==> src/rtl/mem_access_unit_pkg.sv <==
// Purpose: opcode, access-size and FSM-state constants shared by the load/store unit.
// Latency: n/a (constants and pure helper functions only).
// Backpressure: n/a.
package mem_access_unit_pkg;

  // MIPS load/store primary opcodes
  localparam logic [5:0] OP_LB  = 6'h20;
  localparam logic [5:0] OP_LH  = 6'h21;
  localparam logic [5:0] OP_LW  = 6'h23;
  localparam logic [5:0] OP_LBU = 6'h24;
  localparam logic [5:0] OP_LHU = 6'h25;
  localparam logic [5:0] OP_SB  = 6'h28;
  localparam logic [5:0] OP_SH  = 6'h29;
  localparam logic [5:0] OP_SW  = 6'h2b;

  // data_size encodings on the bus
  localparam logic [1:0] SIZE_BYTE = 2'd0;
  localparam logic [1:0] SIZE_HALF = 2'd1;
  localparam logic [1:0] SIZE_WORD = 2'd2;

  // FSM state encoding
  localparam logic [2:0] ST_IDLE  = 3'd0;
  localparam logic [2:0] ST_REQ   = 3'd1;
  localparam logic [2:0] ST_WAIT  = 3'd2;
  localparam logic [2:0] ST_RESP  = 3'd3;
  localparam logic [2:0] ST_DRAIN = 3'd4;

  function automatic logic is_load(input logic [5:0] op);
    return (op == OP_LB) || (op == OP_LH) || (op == OP_LW) ||
           (op == OP_LBU) || (op == OP_LHU);
  endfunction

  function automatic logic is_store(input logic [5:0] op);
    return (op == OP_SB) || (op == OP_SH) || (op == OP_SW);
  endfunction

  // Non-memory opcodes report word size; callers gate on is_load/is_store.
  function automatic logic [1:0] op_size(input logic [5:0] op);
    if ((op == OP_LB) || (op == OP_LBU) || (op == OP_SB)) return SIZE_BYTE;
    if ((op == OP_LH) || (op == OP_LHU) || (op == OP_SH)) return SIZE_HALF;
    return SIZE_WORD;
  endfunction

endpackage

==> src/rtl/mem_data_align.sv <==
// Purpose: byte-lane steering for stores, load extraction/extension, alignment check.
// Latency: combinational.
// Backpressure: none (no handshake).
// Ports: op/addr_lo/wdata/rdata in; wstrb, bus_wdata, ext_rdata, adel, ades out.
module mem_data_align
  import mem_access_unit_pkg::*;
#(
  parameter int DATA_W = 32,
  localparam int LANES = DATA_W / 8,
  localparam int LB_W  = $clog2(LANES)
) (
  input  logic [5:0]        op,
  input  logic [LB_W-1:0]   addr_lo,
  input  logic [31:0]       wdata,
  input  logic [DATA_W-1:0] rdata,
  output logic [LANES-1:0]  wstrb,
  output logic [DATA_W-1:0] bus_wdata,
  output logic [31:0]       ext_rdata,
  output logic              adel,
  output logic              ades
);

  logic [1:0]        size;
  logic              misaligned;
  logic [LANES-1:0]  base_strb;
  logic [DATA_W-1:0] shifted;

  always_comb begin
    size       = op_size(op);
    misaligned = ((size == SIZE_WORD) && (addr_lo[1:0] != 2'b00)) ||
                 ((size == SIZE_HALF) && addr_lo[0]);
    adel       = is_load(op) && misaligned;
    ades       = is_store(op) && misaligned;

    base_strb = '0;
    bus_wdata = '0;
    case (size)
      SIZE_BYTE: begin
        base_strb = LANES'(1);
        bus_wdata = {LANES{wdata[7:0]}};
      end
      SIZE_HALF: begin
        base_strb = LANES'(2'b11);
        bus_wdata = {(LANES/2){wdata[15:0]}};
      end
      default: begin
        base_strb = LANES'(4'hf);
        bus_wdata = {(LANES/4){wdata}};
      end
    endcase
    wstrb = is_store(op) ? (base_strb << addr_lo) : '0;

    // Shifting by the full byte offset selects the 32-bit lane and the
    // byte/half within it in one step; aligned accesses keep it in range.
    shifted = rdata >> {addr_lo, 3'b000};
    case (op)
      OP_LB:   ext_rdata = {{24{shifted[7]}}, shifted[7:0]};
      OP_LBU:  ext_rdata = {24'd0, shifted[7:0]};
      OP_LH:   ext_rdata = {{16{shifted[15]}}, shifted[15:0]};
      OP_LHU:  ext_rdata = {16'd0, shifted[15:0]};
      OP_LW:   ext_rdata = shifted[31:0];
      default: ext_rdata = 32'd0;
    endcase
  end

endmodule

==> src/rtl/mem_access_unit.sv <==
// Purpose: single-outstanding MIPS load/store unit onto a req/addr_ok/data_ok SRAM bus.
// Latency: 2 cycles accept->rsp_valid with zero-wait bus; 1 cycle for address errors.
// Backpressure: req_ready only in IDLE; bus outputs held until addr_ok.
// Ports: clk/resetn, flush, req_* (from EX), rsp_* (to MEM/WB), data_* (bus).
module mem_access_unit
  import mem_access_unit_pkg::*;
#(
  parameter int ADDR_W = 32,
  parameter int DATA_W = 32
) (
  input  logic                clk,
  input  logic                resetn,
  input  logic                flush,
  input  logic                req_valid,
  output logic                req_ready,
  input  logic [5:0]          req_op,
  input  logic [ADDR_W-1:0]   req_addr,
  input  logic [31:0]         req_wdata,
  output logic                rsp_valid,
  output logic [31:0]         rsp_rdata,
  output logic                rsp_adel,
  output logic                rsp_ades,
  output logic [ADDR_W-1:0]   rsp_badvaddr,
  output logic                data_req,
  output logic                data_wr,
  output logic [1:0]          data_size,
  output logic [ADDR_W-1:0]   data_addr,
  output logic [DATA_W/8-1:0] data_wstrb,
  output logic [DATA_W-1:0]   data_wdata,
  input  logic                data_addr_ok,
  input  logic                data_data_ok,
  input  logic [DATA_W-1:0]   data_rdata
);

  localparam int LANES = DATA_W / 8;
  localparam int LB_W  = $clog2(LANES);

  logic [2:0]        state;
  logic [5:0]        op_q;
  logic [LB_W-1:0]   addr_lo_q;

  logic [5:0]        al_op;
  logic [LB_W-1:0]   al_addr;
  logic [LANES-1:0]  al_wstrb;
  logic [DATA_W-1:0] al_wdata;
  logic [31:0]       al_rdata;
  logic              al_adel;
  logic              al_ades;
  logic              accept;
  logic              go_bus;

  // One aligner serves both directions: in IDLE it looks at the incoming
  // request (checks + store lanes), afterwards at the latched op for loads.
  assign al_op   = (state == ST_IDLE) ? req_op : op_q;
  assign al_addr = (state == ST_IDLE) ? req_addr[LB_W-1:0] : addr_lo_q;

  mem_data_align #(.DATA_W(DATA_W)) u_align (
    .op        (al_op),
    .addr_lo   (al_addr),
    .wdata     (req_wdata),
    .rdata     (data_rdata),
    .wstrb     (al_wstrb),
    .bus_wdata (al_wdata),
    .ext_rdata (al_rdata),
    .adel      (al_adel),
    .ades      (al_ades)
  );

  assign req_ready = (state == ST_IDLE);
  assign accept    = req_ready && req_valid && !flush;
  assign go_bus    = (is_load(req_op) || is_store(req_op)) && !(al_adel || al_ades);
  assign rsp_valid = (state == ST_RESP) && !flush;

  always_ff @(posedge clk or negedge resetn) begin
    if (!resetn) begin
      state        <= ST_IDLE;
      op_q         <= '0;
      addr_lo_q    <= '0;
      rsp_rdata    <= '0;
      rsp_adel     <= 1'b0;
      rsp_ades     <= 1'b0;
      rsp_badvaddr <= '0;
      data_req     <= 1'b0;
      data_wr      <= 1'b0;
      data_size    <= SIZE_BYTE;
      data_addr    <= '0;
      data_wstrb   <= '0;
      data_wdata   <= '0;
    end else begin
      case (state)
        ST_IDLE: begin
          if (accept) begin
            op_q         <= req_op;
            addr_lo_q    <= req_addr[LB_W-1:0];
            rsp_rdata    <= '0;
            rsp_adel     <= al_adel;
            rsp_ades     <= al_ades;
            rsp_badvaddr <= (al_adel || al_ades) ? req_addr : '0;
            if (go_bus) begin
              state      <= ST_REQ;
              data_req   <= 1'b1;
              data_wr    <= is_store(req_op);
              data_size  <= op_size(req_op);
              data_addr  <= req_addr & ~ADDR_W'(LANES - 1);
              data_wstrb <= al_wstrb;
              data_wdata <= al_wdata;
            end else begin
              state <= ST_RESP;
            end
          end
        end
        ST_REQ: begin
          if (data_addr_ok) begin
            data_req   <= 1'b0;
            data_wstrb <= '0;
            if (data_data_ok) begin
              rsp_rdata <= al_rdata;
              state     <= flush ? ST_IDLE : ST_RESP;
            end else begin
              // address already taken by the bus: a flush must still drain it
              state <= flush ? ST_DRAIN : ST_WAIT;
            end
          end else if (flush) begin
            data_req   <= 1'b0;
            data_wstrb <= '0;
            state      <= ST_IDLE;
          end
        end
        ST_WAIT: begin
          if (data_data_ok) begin
            rsp_rdata <= al_rdata;
            state     <= flush ? ST_IDLE : ST_RESP;
          end else if (flush) begin
            state <= ST_DRAIN;
          end
        end
        ST_DRAIN: begin
          if (data_data_ok) state <= ST_IDLE;
        end
        ST_RESP: state <= ST_IDLE;
        default: state <= ST_IDLE;
      endcase
    end
  end

endmodule

==> config.mk <==
export PLATFORM = sky130hd
export DESIGN_NAME = mem_access_unit
export DESIGN_NICKNAME = d
export VERILOG_FILES = /design/src/rtl/mem_access_unit_pkg.sv /design/src/rtl/mem_data_align.sv /design/src/rtl/mem_access_unit.sv
export SDC_FILE = /design/constraint.sdc
export NUM_CORES = 1
export LEC_CHECK = 0
export BUFFER_PORTS_ARGS = -buffer_cell sky130_fd_sc_hd__buf_2
export CAP_MARGIN = 20
export CORE_MARGIN = 8
export CORE_UTILIZATION = 50
export CTS_CLUSTER_SIZE = 24
export DETAILED_ROUTE_END_ITERATION = 6
export PLACE_DENSITY_LB_ADDON = 0.3
export SYNTH_ARGS = -nofsm -noshare
export SYNTH_HDL_FRONTEND = slang
export SYNTH_SLANG_ARGS = --single-unit
==> constraint.sdc <==
create_clock -name clk -period 6.1 [get_ports clk]
set_input_delay 0.61 -clock clk [delete_from_list [all_inputs] [get_ports clk]]
set_output_delay 0.61 -clock clk [all_outputs]
set_load 0.01 [all_outputs]
==> results.tsv, run 1 <==
stage	metric	value	unit
yosys	ys_ff_latch	147	
power_and_ir_drop	seqPwrFrac	36.7	%
yosys	yosys_warnings	0	
routing	ant_nets	0	
clock_network	clk_pin_slew	60	ps
sta	fmax	296	MHz
power_and_ir_drop	power_frac_clock	25.1	%
worst_setup_path	slowest_delay	820	ps
sta	max_slew_margin	28.1	%
yosys	synth_cell_types	54	
clock_network	clock_sinks	147	
yosys	synth_edf_count	0	
cells_and_area	nets	923	
die	start_util	51.2	%
sta	finalSetupTns	0	ps
flow_run	drv_cap	0	
yosys	syn_area	6780	um2
routing	wl	20300	um
routing	drc	0	
power_and_ir_drop	power.density	462	nW/um2
power_and_ir_drop	p_sw	1.51	mW
global_routing	grt_pass1_wl	32500	um
sta	period_minus_slack	3380	ps
clock_network	htree_num_levels	4	
die	fp.dieW	132	um
die	ios	248	
power_and_ir_drop	swShare	37.5	%
worst_setup_path	rrSetupSlack	2720	ps
worst_setup_path	critPathArrivalTime	3700	ps
clock_network	worstSkewPairLatency	430	ps
sta	rsz0062_at_grt	no	
worst_setup_path	slowest_stage	a211o_4	
global_routing	gr-total-overflow	0	
global_routing	antenna_found_initial	1	
die	die_h	132	um
yosys	synth-seq-area-share	54.2	%
place	dp_hpwl	14900	um
clock_network	cts_made_buffers	17	
worst_setup_path	crit_fanout	97	
yosys	synth_area_leaders	dfrtp_1, mux2_2, mux2i_1	
sta	fin_skew	8.91	ps
yosys	netlist_instances	582	
worst_setup_path	path_cells	or3_1 > inv_4 > a2111oi_4 > nor2_2 > buf_4 > a211o_4 > mux2_2	
outcome	status	completed	
routing	firstDrtPassIters	5	
sta	min_period_over_period	55.4	%
routing	viasPerCell	5.64	
yosys	synth_area_per_cell	11.7	um2
place	port_buffers	245	
cells_and_area	fillers	1080	
power_and_ir_drop	internal-power	2.52	mW
yosys	synth_top_area_share	54.2	%
worst_setup_path	r2r-end	data_wdata[5]$_DFFE_PN0P_	
sta	setup_viol	0	
cells_and_area	syn2layout_area_growth	28.5	%
routing	wl_per_cell	20.2	um
clock_network	postCtsHoldBufs	0	
die	rows	42	
sta	slew_violations	0	
global_routing	grt_max_degree	98	
sta	hold_violations	0	
worst_setup_path	r2r_cells	7	
cells_and_area	multi_input_area	2900	um2
cells_and_area	regArea	3680	um2
global_routing	grtUsageTotal	23.2	%
worst_setup_path	required	6420	ps
cells_and_area	final_util	65.8	%
worst_setup_path	reg2reg_from	state[0]$_DFFE_PN0P_	
worst_setup_path	cp-endpoint	data_wdata[5]$_DFFE_PN0P_	
clock_network	cts_setup_buffers	0	
worst_setup_path	endpoint_kind	flop	
worst_setup_path	critPathLaunch	state[0]$_DFFE_PN0P_	
yosys	synthFlopType	dfrtp_1	
clock_network	clockBufferDepth	2	
routing	vias	5673	
global_routing	grt_pass1_vias	6044	
yosys	yosysTopAreaCell	dfrtp_1	
sta	worst_slew_pin_slew	1080	ps
power_and_ir_drop	vdd_drop_max	0.247	mV
power_and_ir_drop	combPwrFrac	38.2	%
power_and_ir_drop	leakage	4.67	nW
die	core	13200	um2
routing	drt_iter0_drc	331	
die	die_area	17500	um2
worst_setup_path	critPathKind	flop to flop	
yosys	async_flop_share	100	%
cells_and_area	mostFrequentLayoutCell	buf_2	
cells_and_area	layout_common_cells	buf_2, dfrtp_1, nand2_1, mux2_2	
place	place.gp.congestion	0.853	
sta	finalHoldWorstSlack	164	ps
clock_network	cts_resized	0	
worst_setup_path	critPathLaunchType	flop	
clock_network	cts_tree	yes	
clock_network	cts_root_buf	clkbuf_16	
worst_hold_path	hold_path_class	primary input to async pin	
cells_and_area	layout-drive-gt1-share	43.5	%
## registers in the layout, indices dropped and copies added, names as in the netlist
signal        cells
data_size         2
data_wstrb        4
data_req          1
addr_lo_q         2
rsp_ades          1
state             3
rsp_badvaddr     32
data_wdata       32
data_addr        30
data_wr           1
op_q              6
rsp_rdata        32
rsp_adel          1
## routing by layer
| layer | vias up | global-route usage (%) | wire length, um | share of wire, % |
|---|---|---|---|---|
| li1 | 2600 | - | - | - |
| met1 | 2818 | 26.9 | 8190 | 40 |
| met2 | 234 | 38.1 | 10100 | 49 |
| met3 | 21 | 9.92 | 1790 | 8.8 |
| met4 | 0 | 7.26 | 306 | 1.5 |
| met5 | - | 0 | 0 | 0 |
## synthesized netlist by cell type, drive strengths merged (2+ instances only)
master and number:
nor4 2, nor3 7, nand2 77, mux2 57
a21o 4, inv 4, o21ai 42, nand3b 2
nor2b 3, o2bb2ai 2, and2 2, dfrtp 147
a21oi 17, mux2i 38, o22ai 2, a22oi 7
or2 2, buf 25, a22o 40, a221o 16
o211ai 8, o31a 2, clkbuf 15, nor2 21
a211o 2, nand3 6, a2111oi 3, nand2b 7
a211oi 2, nor4b 4
## worst min path at each step
| stage | start | cells past startpoint | endpoint | slack, ps |
|---|---|---|---|---|
| floorplan | resetn | 0 | addr_lo_q[0]$_DFFE_PN0P_ | 310 |
| global placement | data_wdata[26]$_DFFE_PN0P_ | 2 | data_wdata[26]$_DFFE_PN0P_ | 460 |
| detailed placement | data_wstrb[1]$_DFFE_PN0P_ | 1 | data_wstrb[1]$_DFFE_PN0P_ | 470 |
| CTS | resetn | 1 | rsp_badvaddr[14]$_DFFE_PN0P_ | 210 |
| global route | resetn | 1 | rsp_badvaddr[14]$_DFFE_PN0P_ | 220 |
| finish | resetn | 1 | rsp_badvaddr[14]$_DFFE_PN0P_ | 160 |
## power groups by stage
stage / clock (mW) / combinational (mW) / sequential, mW
after floorplan: 0 / 0.882 / 1.56
after global placement: 0 / 1.50 / 1.47
after detailed placement: 0 / 1.53 / 1.48
after CTS: 1.03 / 1.53 / 1.47
after global routing: 1.07 / 1.67 / 1.51
final: 1.01 / 1.54 / 1.48
## worst max-delay path, delay by kind of cell, from the launching register on
| family | cells | cell delay [ps] |
|---|---|---|
| AND/OR/NAND/NOR | 2 | 740 |
| flip-flops | 1 | 530 |
| multiplexers | 1 | 420 |
| AO/OA/AOI/OAI | 2 | 910 |
| buffers and inverters | 2 | 580 |
## kinds of logic (layout without fill, tap and decap cells)
kind of cell	Yosys count	count (layout)	share of synthesized area, %
compound gates	155	155	17.5
buf+inv	44	289	3.32
flops	147	147	54.2
mux	95	95	15.1
other cells	1	3	0.0553
simple gates	140	140	9.83
## layout make-up
type                    count  area share [%]
diodes                      1          0.0287
flip-flops and latches    147            42.2
multi-input cells         392            33.3
inverters                   4           0.201
repair buffers            253            15.1
well taps                 176            2.53
clock inverters            13            1.42
clock buffers              19            5.20
## metrics by stage
| stage | cell area, um2 | power, mW | setup slack, ps | cells |
|---|---|---|---|---|
| finish | 8710 | 4.03 | 2720 | 1005 |
| global route | 8710 | 4.26 | 2550 | 1005 |
| CTS | 8670 | 4.04 | 2740 | 1001 |
| global placement | 8090 | 2.97 | 2710 | 969 |
| floorplan | 6790 | 2.45 | 3760 | 583 |
| detailed placement | 8090 | 3.01 | 2640 | 969 |
(Power assumes the default switching activity.)
==> run 2: changes to the inputs <==
--- a/config.mk
+++ b/config.mk
@@ -5,10 +5,11 @@
 export SDC_FILE = /design/constraint.sdc
 export NUM_CORES = 1
 export LEC_CHECK = 0
+export ABC_AREA = 1
 export BUFFER_PORTS_ARGS = -buffer_cell sky130_fd_sc_hd__buf_2
 export CAP_MARGIN = 20
 export CORE_MARGIN = 8
-export CORE_UTILIZATION = 50
+export CORE_UTILIZATION = 45
 export CTS_CLUSTER_SIZE = 24
 export DETAILED_ROUTE_END_ITERATION = 6
 export PLACE_DENSITY_LB_ADDON = 0.3
==> constraint.sdc (replaced) <==
create_clock -name clk -period 2.8 [get_ports clk]
set_input_delay 0.28 -clock clk [delete_from_list [all_inputs] [get_ports clk]]
set_output_delay 0.28 -clock clk [all_outputs]
set_load 0.01 [all_outputs]
==> run 2 against run 1 <==
  * Clock power up 130%
  * Final area up 2.7%
  * Final cell count up 28%
==> results.tsv, run 2 <==
stage	metric	value	unit	change
worst_hold_path	hold_path_class	primary input to flop		
clock_network	cts_made_buffers	17		unchanged
global_routing	grt_pass1_wl	33300	um	+2.6%
clock_network	clockBufferDepth	2		unchanged
worst_setup_path	critPathLaunchType	flop		
yosys	netlist_instances	850		+46%
yosys	yosys_warnings	0		unchanged
global_routing	met1_usage	26.5	%	-0.47 points
clock_network	worstSkewPairLatency	420	ps	about the same
routing	vias	6540		+15%
cells_and_area	layout_common_cells	nand2_1, buf_2, dfrtp_1, inv_1, o21ai_1		
worst_setup_path	endpoint_kind	flop		
die	die_h	140	um	+6.0%
sta	setup_viol	0		unchanged
yosys	synthFlopType	dfrtp_1		
sta	worst_slew_pin_slew	1020	ps	-59.0 ps
worst_setup_path	critPathKind	flop to flop		
sta	max_slew_margin	31.3	%	+3.2 points
yosys	synth_common_cells	nand2_1, dfrtp_1, inv_1		
yosys	ys_ff_latch	147		unchanged
power_and_ir_drop	vdd_drop_max	0.754	mV	+210%
cells_and_area	layout-drive-gt1-share	28.5	%	-15 points
power_and_ir_drop	power.density	1040	nW/um2	+130%
global_routing	use_met2	34.8	%	-3.3 points
yosys	synth_edf_count	0		unchanged
cells_and_area	syn2layout_area_growth	28.6	%	about the same
global_routing	antenna_found_initial	0		-1
cells_and_area	mostFrequentLayoutCell	nand2_1		
place	port_buffers	245		unchanged
cells_and_area	largestRegisters	data_wdata x32, rsp_badvaddr x32, rsp_rdata x32		
sta	fin_skew	9.63	ps	+0.727 ps
global_routing	grt_pass1_vias	6316		+4.5%
yosys	synth_cell_types	38		-30%
yosys	synth-seq-area-share	52.8	%	-1.4 points
clock_network	cts_tree	yes		
yosys	yosysMostFrequentCell	nand2_1		
routing	wl_per_cell	16.3	um	-20%
die	fp.dieW	140	um	+6.0%
cells_and_area	num_antenna_cells	0		-1
flow_run	drv_cap	0		unchanged
yosys	synth_area_leaders	dfrtp_1, nand2_1, o21ai_1		
routing	viasPerCell	5.09		-9.8%
routing	firstDrtPassIters	7		+2
cells_and_area	fillers	1383		+28%
clock_network	cts_setup_buffers	0		unchanged
clock_network	cts_root_buf	clkbuf_16		
place	place_inst	1250		+29%
cells_and_area	nets	1191		+29%
cells_and_area	fin_cells	1284		+28%
global_routing	gr-total-overflow	0		unchanged
power_and_ir_drop	leakage	5.02	nW	+7.5%
yosys	yosysTopAreaCell	dfrtp_1		
die	start_util	46.0	%	-5.2 points
sta	hold_violations	0		unchanged
routing	ant_nets	0		unchanged
sta	finalWorstSetupSlack	211	ps	-2510 ps
routing	drt_iter0_drc	477		+44%
yosys	synth_area_per_cell	8.19	um2	-30%
yosys	synth_top_area_share	52.8	%	-1.4 points
routing	wl	20900	um	+2.7%
die	ios	248		unchanged
cells_and_area	multi_input_area	2720	um2	-6.4%
sta	slew_violations	0		unchanged
outcome	status	completed		
sta	period_minus_slack	2590	ps	-790 ps
sta	rsz0062_at_grt	no		
yosys	async_flop_share	100	%	unchanged
global_routing	grtUsageTotal	21.3	%	-2.0 points
clock_network	clk_pin_slew	60	ps	about the same
place	dp_hpwl	15400	um	+3.6%
sta	min_period_over_period	92.4	%	+37 points
worst_setup_path	required	3160	ps	-3260 ps
yosys	syn_area	6960	um2	+2.7%
worst_setup_path	critPathArrivalTime	2950	ps	-750 ps
die	core	15100	um2	+14%
sta	fmax	386	MHz	+31%
die	die_area	19700	um2	+12%
global_routing	grt-busiest-layer	met2		
global_routing	gr-usage-met3	5.33	%	-4.6 points
worst_setup_path	crit_fanout	16		-84%
die	rows	45		+7.1%
clock_network	htree_num_levels	4		unchanged
place	place.gp.congestion	0.839		-1.6%
sta	finalSetupTns	0	ps	unchanged
global_routing	grt_max_degree	81		-17%
place	pre_cts_ws	171	ps	-2470 ps
cells_and_area	regArea	3680	um2	unchanged
power_and_ir_drop	total_power	9.33	mW	+130%
clock_network	clock_sinks	147		unchanged
routing	drc	0		unchanged
[run 2: power by group]
part           switching (mW)  internal, mW  total, mW  leakage (nW)
registers               0.379          2.79       3.17          1.97
clock network           0.915          1.42       2.33         0.293
logic                    2.46          1.36       3.83          2.75
[run 2: routing by layer]
metal / routed length (um) / vias up
met5: 0 / -
met4: 371 / 0
met3: 1570 / 30
met2: 10200 / 243
met1: 8750 / 3015
li1: - / 3252
[run 2: layout make-up]
class	count	area share, %
tap	188	2.63
clock inverter	13	1.93
timing repair buffer	263	15.9
sequential	147	41.1
inverter	78	3.27
multi-input combinational	576	30.4
clock buffer	19	4.84
[run 2: kinds of logic after synthesis]
kind of cell	after synthesis	synth area share, %
AND/OR/NAND/NOR	351	20.5
AO/OA/AOI/OAI	223	18.3
flip-flops	147	52.8
buffers and inverters	128	8.32
other	1	0.0539
[run 2: path summary, 6_finish.rpt]
path	slack [ps]	endpoint	cells past startpoint	start
setup reg to reg	210	rsp_rdata[27]$_DFFE_PN0P_	9	state[0]$_DFFE_PN0P_
min in group asynchronous	460	rsp_badvaddr[12]$_DFFE_PN0P_	2	resetn
max in group asynchronous	1550	rsp_badvaddr[5]$_DFFE_PN0P_	3	resetn
hold reg to reg	480	rsp_badvaddr[17]$_DFFE_PN0P_	2	rsp_badvaddr[17]$_DFFE_PN0P_
setup / recovery	210	rsp_rdata[27]$_DFFE_PN0P_	9	state[0]$_DFFE_PN0P_
hold / removal	90	op_q[5]$_DFFE_PN0P_	3	req_op[5]
[run 2: what timing repair did]
item,CTS,global route
resized for setup,0,1
hold buffers,1,0
endpoints found under the hold margin,78,0
setup endpoints to repair,0,73
[run 2: through the flow]
step / hold slack [ps] / util (%) / instance area, um2
floorplan: -15.6 / - / 6970
global placement: 392 / 54.9 / 8310
detailed placement: 383 / 54.9 / 8310
CTS: 74.7 / 58.9 / 8930
global route: 98.5 / 59.1 / 8950
finish: 88.8 / 59.1 / 8950
[run 2: critical path, stage by stage (launching register included)]
cell and delay, ps:
dfrtp_1 430, nor2_4 240, nand2_4 170, a21oi_2 390, inv_1 260, o21ai_0 130, nand2_1 100, o21ai_2 480
o21ai_0 220, nand2_1 90
